$ cat src/rtl/uart_matrix_loader_pkg.sv
`default_nettype none
// ============================================================================
//  Module   : uart_matrix_loader_pkg
//  Brief    : Shared state encodings, matrix selectors and frame sizing.
//  Revision : 1.0
// ============================================================================
package uart_matrix_loader_pkg;

    typedef enum logic [2:0] {
        ST_IDLE   = 3'd0,
        ST_WAIT   = 3'd1,
        ST_WRITE  = 3'd2,
        ST_CHECK  = 3'd3,
        ST_FINISH = 3'd4
    } state_t;

    localparam logic [1:0] MAT_A = 2'd0;
    localparam logic [1:0] MAT_B = 2'd1;
    localparam logic [1:0] MAT_C = 2'd2;

    function automatic int frame_len(input int dim, input int n_mat);
        return dim * dim * n_mat;
    endfunction

endpackage
`default_nettype wire

$ cat src/rtl/uart_matrix_loader_rx_pulse_sync.sv
`default_nettype none
// ============================================================================
//  Module   : uart_matrix_loader_rx_pulse_sync
//  Brief    : rx_ready synchroniser plus registered rising-edge pulse (rx_evt).
//  Revision : 1.0
// ============================================================================
module uart_matrix_loader_rx_pulse_sync #(
    parameter int SYNC_STAGES = 2
) (
    input  logic clk,
    input  logic reset,
    input  logic rx_ready,
    output logic rx_evt
);

    logic [SYNC_STAGES-1:0] r_sync;
    logic                   r_prev;
    logic                   r_evt;

    always_ff @(posedge clk) begin
        if (reset) begin
            r_sync <= '0;
            r_prev <= 1'b0;
            r_evt  <= 1'b0;
        end else begin
            r_sync <= {r_sync[SYNC_STAGES-2:0], rx_ready};
            r_prev <= r_sync[SYNC_STAGES-1];
            r_evt  <= r_sync[SYNC_STAGES-1] & ~r_prev;
        end
    end

    assign rx_evt = r_evt;

endmodule
`default_nettype wire

$ cat src/rtl/uart_matrix_loader.sv
`default_nettype none
// ============================================================================
//  Module   : uart_matrix_loader
//  Brief    : Writes UART bytes row-major into memory as matrix A then B and
//             pulses mac_start. Optional frame checksum under `CKSUM_EN.
//  Revision : 1.0
// ============================================================================
module uart_matrix_loader
    import uart_matrix_loader_pkg::*;
#(
    parameter int DIM         = 3,
    parameter int N_MAT       = 2,
    parameter int SYNC_STAGES = 2
) (
    input  logic       clk,
    input  logic       reset,
    input  logic       start,
    input  logic [7:0] rx_byte,
    input  logic       rx_ready,
    output logic       mem_own,
    output logic       write_enable,
    output logic [7:0] write_data,
    output logic [1:0] matrix_select,
    output logic [1:0] row,
    output logic [1:0] col,
    output logic       mac_start,
    output logic       load_done,
    output logic       overrun,
    output logic       cksum_err
);

    localparam int               c_frame_len = frame_len(DIM, N_MAT);
    localparam int               c_cnt_w     = $clog2(c_frame_len + 1);
    localparam logic [c_cnt_w-1:0] c_last_cnt = c_cnt_w'(c_frame_len - 1);
    localparam logic [1:0]       c_last_idx  = 2'(DIM - 1);
    // Matrix C is reserved for results, so at most A and B are ever loaded.
    localparam logic [1:0]       c_last_mat  = (N_MAT > 1) ? MAT_B : MAT_A;

    state_t               r_state;
    state_t               w_next;
    logic                 w_rx_evt;
    logic [7:0]           r_byte;
    logic [1:0]           r_mat;
    logic [1:0]           r_row;
    logic [1:0]           r_col;
    logic [c_cnt_w-1:0]   r_count;
    logic                 r_overrun;
    logic                 w_last;

    uart_matrix_loader_rx_pulse_sync #(
        .SYNC_STAGES (SYNC_STAGES)
    ) u_rx_sync (
        .clk      (clk),
        .reset    (reset),
        .rx_ready (rx_ready),
        .rx_evt   (w_rx_evt)
    );

    assign w_last = (r_count == c_last_cnt);

    always_comb begin
        w_next = r_state;
        case (r_state)
            ST_IDLE:   if (start)    w_next = ST_WAIT;
            ST_WAIT:   if (w_rx_evt) w_next = ST_WRITE;
`ifdef CKSUM_EN
            ST_WRITE:  w_next = w_last ? ST_CHECK : ST_WAIT;
            ST_CHECK:  if (w_rx_evt) w_next = ST_FINISH;
`else
            ST_WRITE:  w_next = w_last ? ST_FINISH : ST_WAIT;
`endif
            ST_FINISH: w_next = ST_IDLE;
            default:   w_next = ST_IDLE;
        endcase
    end

`ifdef CKSUM_EN
    logic [7:0] r_cksum;
    logic       r_cksum_err;
`endif

    always_ff @(posedge clk) begin
        if (reset) begin
            r_state   <= ST_IDLE;
            r_byte    <= 8'd0;
            r_mat     <= MAT_A;
            r_row     <= 2'd0;
            r_col     <= 2'd0;
            r_count   <= '0;
            r_overrun <= 1'b0;
`ifdef CKSUM_EN
            r_cksum     <= 8'd0;
            r_cksum_err <= 1'b0;
`endif
        end else begin
            r_state <= w_next;
            if (w_rx_evt) r_byte <= rx_byte;
            case (r_state)
                ST_IDLE: begin
                    if (start) begin
                        r_mat     <= MAT_A;
                        r_row     <= 2'd0;
                        r_col     <= 2'd0;
                        r_count   <= '0;
                        r_overrun <= 1'b0;
`ifdef CKSUM_EN
                        r_cksum     <= 8'd0;
                        r_cksum_err <= 1'b0;
`endif
                    end
                end
                ST_WRITE: begin
                    if (w_rx_evt) r_overrun <= 1'b1;
                    r_count <= w_last ? '0 : r_count + 1'b1;
                    if (r_col == c_last_idx) begin
                        r_col <= 2'd0;
                        if (r_row == c_last_idx) begin
                            r_row <= 2'd0;
                            r_mat <= (r_mat == c_last_mat) ? MAT_A : r_mat + 2'd1;
                        end else begin
                            r_row <= r_row + 2'd1;
                        end
                    end else begin
                        r_col <= r_col + 2'd1;
                    end
`ifdef CKSUM_EN
                    r_cksum <= r_cksum + r_byte;
`endif
                end
`ifdef CKSUM_EN
                // The byte arriving in CHECK is the checksum itself, not an overrun.
                ST_CHECK: begin
                    if (w_rx_evt) r_cksum_err <= (rx_byte != r_cksum);
                end
`endif
                ST_FINISH: begin
                    if (w_rx_evt) r_overrun <= 1'b1;
                end
                default: ;
            endcase
        end
    end

    assign mem_own       = (r_state != ST_IDLE);
    assign write_enable  = (r_state == ST_WRITE);
    assign write_data    = write_enable ? r_byte : 8'd0;
    assign matrix_select = r_mat;
    assign row           = r_row;
    assign col           = r_col;
    assign load_done     = (r_state == ST_FINISH);
    assign overrun       = r_overrun;
`ifdef CKSUM_EN
    assign mac_start     = (r_state == ST_FINISH) && !r_cksum_err;
    assign cksum_err     = r_cksum_err;
`else
    assign mac_start     = (r_state == ST_FINISH);
    assign cksum_err     = 1'b0;
`endif

endmodule
`default_nettype wire
$ cat config.mk
export PLATFORM = sky130hd
export DESIGN_NAME = uart_matrix_loader
export DESIGN_NICKNAME = d
export VERILOG_FILES = /design/src/rtl/uart_matrix_loader_pkg.sv /design/src/rtl/uart_matrix_loader_rx_pulse_sync.sv /design/src/rtl/uart_matrix_loader.sv
export SDC_FILE = /design/constraint.sdc
export NUM_CORES = 1
export LEC_CHECK = 0
export ABC_CLOCK_PERIOD_IN_PS = 1500
export CAP_MARGIN = 5
export CORE_MARGIN = 1
export CORE_UTILIZATION = 39
export DETAILED_ROUTE_END_ITERATION = 8
export PLACE_DENSITY = 0.66
export SETUP_SLACK_MARGIN = 0.05
export SLEW_MARGIN = 30
export SYNTH_ARGS = -nofsm -noshare
export SYNTH_HDL_FRONTEND = slang
export SYNTH_SLANG_ARGS = --single-unit
$ cat constraint.sdc
create_clock -name clk -period 1.5 [get_ports clk]
set_input_delay 0.45 -clock clk [delete_from_list [all_inputs] [get_ports clk]]
set_output_delay 0.45 -clock clk [all_outputs]
set_load 0.03 [all_outputs]
=== Word level (Yosys, flattened, before mapping) ===
Index checks and enable logic that the tools add are counted.

* Add/sub/neg operators: 4
* Equal/unequal tests: 12
* Muxes and demuxes: 21
* Bitwise operators: 2
* Reductions and logical operators: 10

{| class="wikitable"
|+ Operators by type and width
! operator !! number
|-
| $mux W2 || 7
|-
| $pmux W2 S2 || 3
|-
| $mux W5 || 2
|-
| $pmux W5 S2 || 1
|-
| $mux W3 || 3
|-
| $pmux W3 S3 || 1
|-
| $mux W8 || 1
|-
| $ne A2 B1 Y1 const B || 4
|-
| $add A2 B1 Y2 const B || 3
|-
| $reduce_and A3 Y1 || 2
|-
| $add A5 B1 Y5 const B || 1
|-
| $eq A5 B5 Y1 const B || 1
|-
| $eq A2 B2 Y1 const B || 2
|-
| $reduce_and A2 Y1 || 2
|-
| $reduce_and A4 Y1 || 1
|-
| $reduce_bool A2 Y1 || 2
|-
| $eq A3 B1 Y1 const B || 1
|-
| $eq A3 B2 Y1 const B || 1
|-
| $eq A3 B3 Y1 const B || 1
|-
| $logic_not A3 Y1 || 1
|-
| $reduce_bool A3 Y1 || 1
|-
| $eq A2 B1 Y1 const B || 1
|-
| $mux W1 || 2
|-
| $ne A2 B2 Y1 const B || 1
|-
| 4 further kinds || 4
|}

* Register bits: 27
* Input bits: 12
* Output and inout bits: 20
* Word-level logic and storage cells: 59

=== Logic depth before layout (Yosys ltp) ===
Gate-level depths: netlist of the first run.

* Depth after elaboration: 5
* Gate-level depth with buffers: 5
* Mapped depth without buffers: 5

=== By module ===
From an unflattened synthesis of the first run, not the netlist that was laid out.

* Cell total of the unflattened synthesis: 134
* Area, all modules: 1267.5 µm²

{| class="wikitable"
|+ By module, submodules not included
! module !! instances !! cells each !! area an instance (µm²) !! seq. area each (µm²)
|-
| uart_matrix_loader || 1 || 126 || 1156.1 || 460.4
|-
| uart_matrix_loader_rx_pulse_sync || 1 || 8 || 111.4 || 80.1
|}

=== Worst setup path after synthesis of the first run ===
OpenSTA, ideal clock, no wires.

* Kind: reg-to-output
* Start: register r_state[1]
* End: output mac_start
* Arrival time: 1.611 ns
* Data required time: 1.050 ns
* Slack: -0.561 ns
* Stages on the path, launching flop included: 4
* Cells stage by stage: dfxtp_1 > clkbuf_1 > nor3b_1 > buf_4

* Longest elaborated chain between the ends: 1

{| class="wikitable"
|+ RTL lines
! item !! RTL line !! source
|-
| start, declared || uart_matrix_loader.sv:39 || <nowiki>state_t r_state;</nowiki>
|-
| start signal, assigned || uart_matrix_loader.sv:96 || <nowiki>r_state <= w_next;</nowiki>
|-
| $eq A3 B3 Y1 || - ||
|-
| end, declared || uart_matrix_loader.sv:26 || <nowiki>output logic mac_start,</nowiki>
|}

No other way between the ends.

=== Worst setup path after layout of the first run ===
* Start: register r_state[2]
* End: output write_data[7]

* Longest elaborated chain between the ends: 2

{| class="wikitable"
|+ RTL lines
! item !! RTL line !! source
|-
| $eq A3 B2 Y1 || uart_matrix_loader.sv:145 || <nowiki>assign write_enable = (r_state == ST_WRITE);</nowiki>
|-
| $mux W8 || uart_matrix_loader.sv:146 || <nowiki>assign write_data = write_enable ? r_byte : 8'd0;</nowiki>
|-
| end, declared || uart_matrix_loader.sv:22 || <nowiki>output logic [7:0] write_data,</nowiki>
|}

No other way between the ends.

==> results_dict.tcl, run 1 <==
set metrics [dict create \
    syn_to_final_growth_pct 47.7 \
    grt_use_total 0.178 \
    yosysSeqAreaShare 0.439 \
    syn-num-nets 148 \
    hold_buffers 0 \
    tns_ns -4.58 \
    status "finished, violations left" \
    cts_buffers 3 \
    cap_violations 0 \
    slowest_stage "dfxtp_2" \
    drc 0 \
    switching_share 0.237 \
    synthDistinctLibCells 34 \
    die_x_um 58.2 \
    arrival_ns 1.50 \
    period_minus_slack_ns 1.95 \
    grt_pass1_wl_mm 4.57 \
    antenna_left 0 \
    clk_pin_slew_ns 0.14 \
    grt_max_degree 15 \
    worstPathCellList "buf_6, nor3b_4, buf_6, buf_16, and2_4, buf_6" \
    grt_pass1_vias 1049 \
    cts.path.max_buffers 2 \
    cp.buffers_inverters 4 \
    cts_sinks 27 \
    power.net_switching_mw 0.282 \
    netlist.area_leader.share 0.439 \
    place.gp.congestion 0.816 \
    cp_top_family "buffers and inverters" \
    yosys-top-cells-area "dfxtp_1 (44%), mux2i_1 (7.3%), o32ai_1 (4.3%)" \
    p_int_mw 0.906 \
    final_core_util 0.600 \
    tritoncts "built" \
    port_buffers 30 \
    async_reset_ff_frac 0 \
    synth-main-ff-cell "dfxtp_1" \
    hold_viol 0 \
    finalMaxSlewViolations 0 \
    min_period_over_period 1.30 \
    die-area_um2 3390 \
    required_ns 1.05 \
    p_leak_nw 0.709 \
    antenna_found_initial 0 \
    p_clk_frac 0.262 \
    fin_cells 219 \
    power.density_nw_per_um2 654 \
    crit_type "reg2out" \
    ys_ff_latch 27 \
    diodes 0 \
    place_inst 207 \
    vias 1083 \
    syn_avg_cell_area_um2 9.19 \
    finClkSkew_ns 0.00593 \
    comb_power_share 0.117 \
    rsz0062_at_grt "yes" \
    post_dp_cell_area_um2 1610 \
    fmax_mhz 514 \
    synth_edf_count 0 \
    nets 190 \
    avgViaCountPerCell 4.95 \
    synth.yosys.warnings 0 \
    max_stage_delay_ns 0.35 \
    end_kind "output port" \
    wl_per_cell_um 13.1 \
    synth_common_cells "dfxtp_1 (27), nor2_1 (12), mux2i_1 (9)" \
    h-tree-depth 1 \
    num-fill-cells 266 \
    violations "negative setup slack" \
    tightest_slew_ns 0.552 \
    root_buffer "clkbuf_4" \
    grt_overflow 0 \
    pwr-share-seq 0.620 \
    crit_path_frequent_cell "buf_6" \
    routed_wl_mm 2.86 \
    start_util 0.407 \
    seqCellArea_um2 547 \
    start_kind "register" \
    yosysTopAreaCell "dfxtp_1" \
    synth.cell_area_um2 1230 \
    synthCells 134 \
    clk_latency_ns 0.32 \
    path_max_fanout 5 \
    setup_slack_ns -0.447 \
    firstDrtPassIters 4 \
    first_iter_violations 25 \
    core.rowCount 20 \
    vdd_drop_max_v 0.000381 \
    slew_headroom 0.632 \
    synth.most_common_cell "dfxtp_1" \
    dp_hpwl_mm 1.93 \
    fin_area_um2 1820 \
    drive_gt1_frac 0.366 \
    hold_class "reg2reg" \
    setup_viol 12 \
    core_um2 3030 \
    num_io_pins 32 \
    chipHeight_um 58.2 \
    multiInputGateArea_um2 678 \
]
registers in the layout, indices dropped and copies added, names as in the netlist:
register,cells
r_count,5
r_byte,8
u_rx_sync.rx_evt,1
u_rx_sync.r_sync,2
r_state,3
row,2
u_rx_sync.r_prev,1
matrix_select,2
col,2
overrun,1
kinds of logic after synthesis:
kind of cell / after synthesis / share of synthesized area
simple gates: 54 / 0.258
mux: 9 / 0.0732
fa+ha+maj: 2 / 0.0203
compound gates: 22 / 0.122
buf+inv: 17 / 0.0701
flops: 27 / 0.439
xor+xnor: 2 / 0.0142
other cells: 1 / 0.00305
worst reg2reg max path: cells and delay by family, from the launching register on:
family,cells,cell delay (ns)
buf+inv,4,0.53
flops,1,0.35
simple gates,2,0.27
compound gates,1,0.23
metal layers:
layer	up-vias	share of wire	wire [um]	global-route usage
li1	542	-	-	-
met4	0	0.017	49	0.0748
met2	33	0.51	1470	0.319
met1	502	0.42	1220	0.209
met5	-	0	0	0
met3	6	0.043	124	0.0290
metrics by stage:
| step | setup WS [ns] | power (mW) | hold slack, ns |
|---|---|---|---|
| floorplan | -0.0881 | 0.824 | 0.367 |
| global placement | -0.179 | 0.872 | 0.374 |
| detailed placement | -0.180 | 0.875 | 0.382 |
| CTS | -0.447 | 1.20 | 0.406 |
| global route | -0.515 | 1.24 | 0.430 |
| finish | -0.447 | 1.19 | 0.403 |
final timing paths:
kind,startpoint,endpoint,slack [ns],cells after the start
setup / recovery,r_state[2]$_SDFFE_PP0P_,write_data[7],-0.45,6
setup reg to reg,r_state[2]$_SDFFE_PP0P_,r_count[4]$_SDFFE_PP0P_,0.04,7
hold reg to reg,u_rx_sync.r_prev$_SDFF_PP0_,u_rx_sync.rx_evt$_SDFF_PP0_,0.40,1
hold / removal,u_rx_sync.r_prev$_SDFF_PP0_,u_rx_sync.rx_evt$_SDFF_PP0_,0.40,1
power groups by stage:
stage | Sequential [mW] | Combinational [mW] | Clock (mW)
6_report | 0.737 | 0.140 | 0.311
3_3_place_gp | 0.751 | 0.120 | 0
4_1_cts | 0.737 | 0.133 | 0.328
2_1_floorplan | 0.748 | 0.0761 | 0
3_5_place_dp | 0.752 | 0.123 | 0
5_1_grt | 0.739 | 0.152 | 0.351
layout by cell type, fill, tap and decap left out, types with 2 or more instances in the layout:
| master | instances |
|---|---|
| a211oi_1 | 2 |
| a21oi_1 | 6 |
| a31oi_1 | 3 |
| and2_4 | 8 |
| buf_2 | 4 |
| buf_4 | 13 |
| buf_6 | 15 |
| buf_8 | 3 |
| clkbuf_4 | 3 |
| clkdlybuf4s50_1 | 11 |
| dfxtp_1 | 22 |
| dfxtp_2 | 5 |
| ha_1 | 2 |
| inv_1 | 6 |
| mux2i_1 | 9 |
| nand2_1 | 6 |
| nand2b_1 | 3 |
| nand3_1 | 4 |
| nand3b_1 | 5 |
| nor2_1 | 10 |
| nor2_2 | 2 |
| nor2b_1 | 5 |
| nor3_1 | 2 |
| nor3b_4 | 2 |
| o21ai_0 | 3 |
| o32ai_2 | 5 |
| xor2_1 | 2 |
area by class of cell:
type	count	share of cell area
well taps	44	0.0303
repair buffers	48	0.269
multi-input cells	90	0.373
clock buffers	4	0.0145
inverters	6	0.0124
flip-flops and latches	27	0.301
repair_timing:
action / in CTS / in global routing
endpoints found under the hold margin: 0 / 0
endpoints found under the setup margin: 19 / 20
gates cloned: 1 / 0
setup buffers: 4 / 4
gates resized for setup: 46 / 17
pin swaps: 4 / 4
Note: power is estimated with default switching activity, not from simulation.
==> inputs of run 2 (changes only) <==
--- a/config.mk
+++ b/config.mk
@@ -8,9 +8,9 @@
 export ABC_CLOCK_PERIOD_IN_PS = 1500
 export CAP_MARGIN = 5
 export CORE_MARGIN = 1
-export CORE_UTILIZATION = 39
+export CORE_UTILIZATION = 47
 export DETAILED_ROUTE_END_ITERATION = 8
-export PLACE_DENSITY = 0.66
+export PLACE_DENSITY = 0.89
 export SETUP_SLACK_MARGIN = 0.05
 export SLEW_MARGIN = 30
 export SYNTH_ARGS = -nofsm -noshare
==> results_dict.tcl, run 2 (synthesized netlist as in run 1, its figures left out) <==
set metrics [dict create \
    status "finished, violations left" \
    violations "negative setup slack" \
    start_kind "register" \
    core_um2 2480 \
    clk_latency_ns 0.33 \
    min_to "u_rx_sync.rx_evt$_SDFF_PP0_" \
    nets 184 \
    antenna_found_initial 0 \
    place.gp.congestion 0.870 \
    grt_max_degree 16 \
    wl_per_cell_um 14.7 \
    die_x_um 53.2 \
    grt_pass1_vias 1070 \
    final_cell_mix "dfxtp_1 (22), buf_6 (15), clkdlybuf4s50_1 (11), nor2_1 (10)" \
    core.rowCount 18 \
    firstDrtPassIters 4 \
    crit_path_frequent_cell "buf_6" \
    largest_reg_flops 8 \
    drc 0 \
    clk_pin_slew_ns 0.14 \
    avgViaCountPerCell 5.52 \
    drive_gt1_frac 0.349 \
    grt_use_total 0.233 \
    fmax_mhz 526 \
    diodes 0 \
    required_ns 1.05 \
    power.density_nw_per_um2 675 \
    cts.path.max_buffers 2 \
    fin_cells 199 \
    finalMaxSlewViolations 0 \
    cp.buffers_inverters 3 \
    min_period_over_period 1.27 \
    tritoncts "built" \
    end_kind "output port" \
    r2r_cells 7 \
    reg_top3 "r_byte x8, r_count x5, r_state x3" \
    start_util 0.497 \
    cts_buffers 3 \
    worst_r2r_endpoint "r_count[3]$_SDFFE_PP0P_" \
    cp_top_family "buffers and inverters" \
    layout_commonest_cell "dfxtp_1" \
    chipHeight_um 53.2 \
    worstHoldPathCells 1 \
    slew_headroom 0.619 \
    antenna_left 0 \
    finClkSkew_ns 0.00302 \
    vias 1098 \
    setup_slack_ns -0.400 \
    period_minus_slack_ns 1.90 \
    rsz0062_at_grt "yes" \
    worstPathCellList "buf_6, nor3b_4, buf_12, and2_4, buf_6" \
    num_io_pins 32 \
    hold_class "reg2reg" \
    slowest_stage "dfxtp_2" \
    hold_viol 0 \
    max_stage_delay_ns 0.36 \
    vdd_drop_max_v 0.000723 \
    grt_overflow 0 \
    setup_viol 12 \
    root_buffer "clkbuf_4" \
    rrSetupSlack_ns 0.01 \
    crit_type "reg2out" \
    whs_ns 0.397 \
    first_iter_violations 16 \
    dp_slack_ns -0.198 \
    top_register "r_byte" \
    die-area_um2 2830 \
    place_inst 191 \
    dp_hpwl_mm 1.98 \
    grt_pass1_wl_mm 4.66 \
    h-tree-depth 1 \
    hold_buffers 0 \
    min_from "u_rx_sync.r_prev$_SDFF_PP0_" \
    num-fill-cells 189 \
    routed_wl_mm 2.92 \
    cap_violations 0 \
    arrival_ns 1.45 \
    path_max_fanout 10 \
    port_buffers 30 \
    tightest_slew_ns 0.571 \
    r2r_start "r_state[2]$_SDFFE_PP0P_" \
    syn_to_final_growth_pct 44.4 \
    final_core_util 0.718 \
    p_leak_nw 0.681 \
    cts_sinks 27 \
]
## run 2: cell count changes in the layout (fill, tap and decap cells not counted), moves of 2 or more
cell | before | now
buf_12 | 1 | 3
buf_4 | 13 | 9
o32ai_2 | 5 | 3
buf_2 | 4 | 2
## run 2: repair_timing
item                                    4_1_cts  5_1_grt
endpoints found under the setup margin       17       25
setup buffers                                 3        1
resized for setup                            33       19
pin swaps                                     0        1
## run 2: worst max-delay path by stage
stage	slack (ns)	endpoint	from	depth (start not counted)
after floorplan	-0.09	write_data[0]	r_state[2]$_SDFFE_PP0P_	4
after global placement	-0.18	mem_own	r_state[0]$_SDFFE_PP0P_	2
after detailed placement	-0.20	mem_own	r_state[0]$_SDFFE_PP0P_	2
after CTS	-0.41	write_data[2]	r_state[0]$_SDFFE_PP0P_	5
after global routing	-0.45	write_data[4]	r_state[2]$_SDFFE_PP0P_	5
final	-0.40	write_data[2]	r_state[2]$_SDFFE_PP0P_	5
## run 2: where the power goes
group | total, mW | leakage (nW) | switching, mW | internal, mW
sequential | 0.738 | 0.221 | 0.00878 | 0.729
combinational | 0.148 | 0.442 | 0.0717 | 0.0760
clock | 0.315 | 0.0177 | 0.215 | 0.100
## run 2: final cells by class
cell class | count | area (um^2) | area share
clock buffers | 3 | 22.5 | 0.0127
clock inverters | 1 | 5.00 | 0.00281
inverters | 6 | 22.5 | 0.0127
multi-input cells | 90 | 697 | 0.392
flip-flops and latches | 27 | 547 | 0.308
well taps | 30 | 37.5 | 0.0211
repair buffers | 42 | 447 | 0.251
## run 2: metrics by stage
stage,power [mW],area (um^2),TNS (ns)
2_1_floorplan,0.824,1280,-0.792
5_1_grt,1.25,1780,-4.90
4_1_cts,1.19,1710,-4.38
3_5_place_dp,0.883,1590,-1.70
3_3_place_gp,0.876,1590,-1.18
6_report,1.20,1780,-4.23
## run 2: metal layers
| layer | wire length [um] | global-route usage |
|---|---|---|
| met1 | 1190 | 0.264 |
| met2 | 1510 | 0.405 |
| met3 | 200 | 0.0661 |
| met4 | 20 | 0.0921 |
| met5 | 0 | 0 |
## run 2: worst reg2reg max path, cell delays in order, from the launching register on
cell     delay [ns]
dfxtp_2        0.36
buf_6          0.13
nor3b_4        0.22
buf_12         0.15
buf_4          0.11
buf_6          0.12
nand2_4        0.07
o32ai_2        0.26
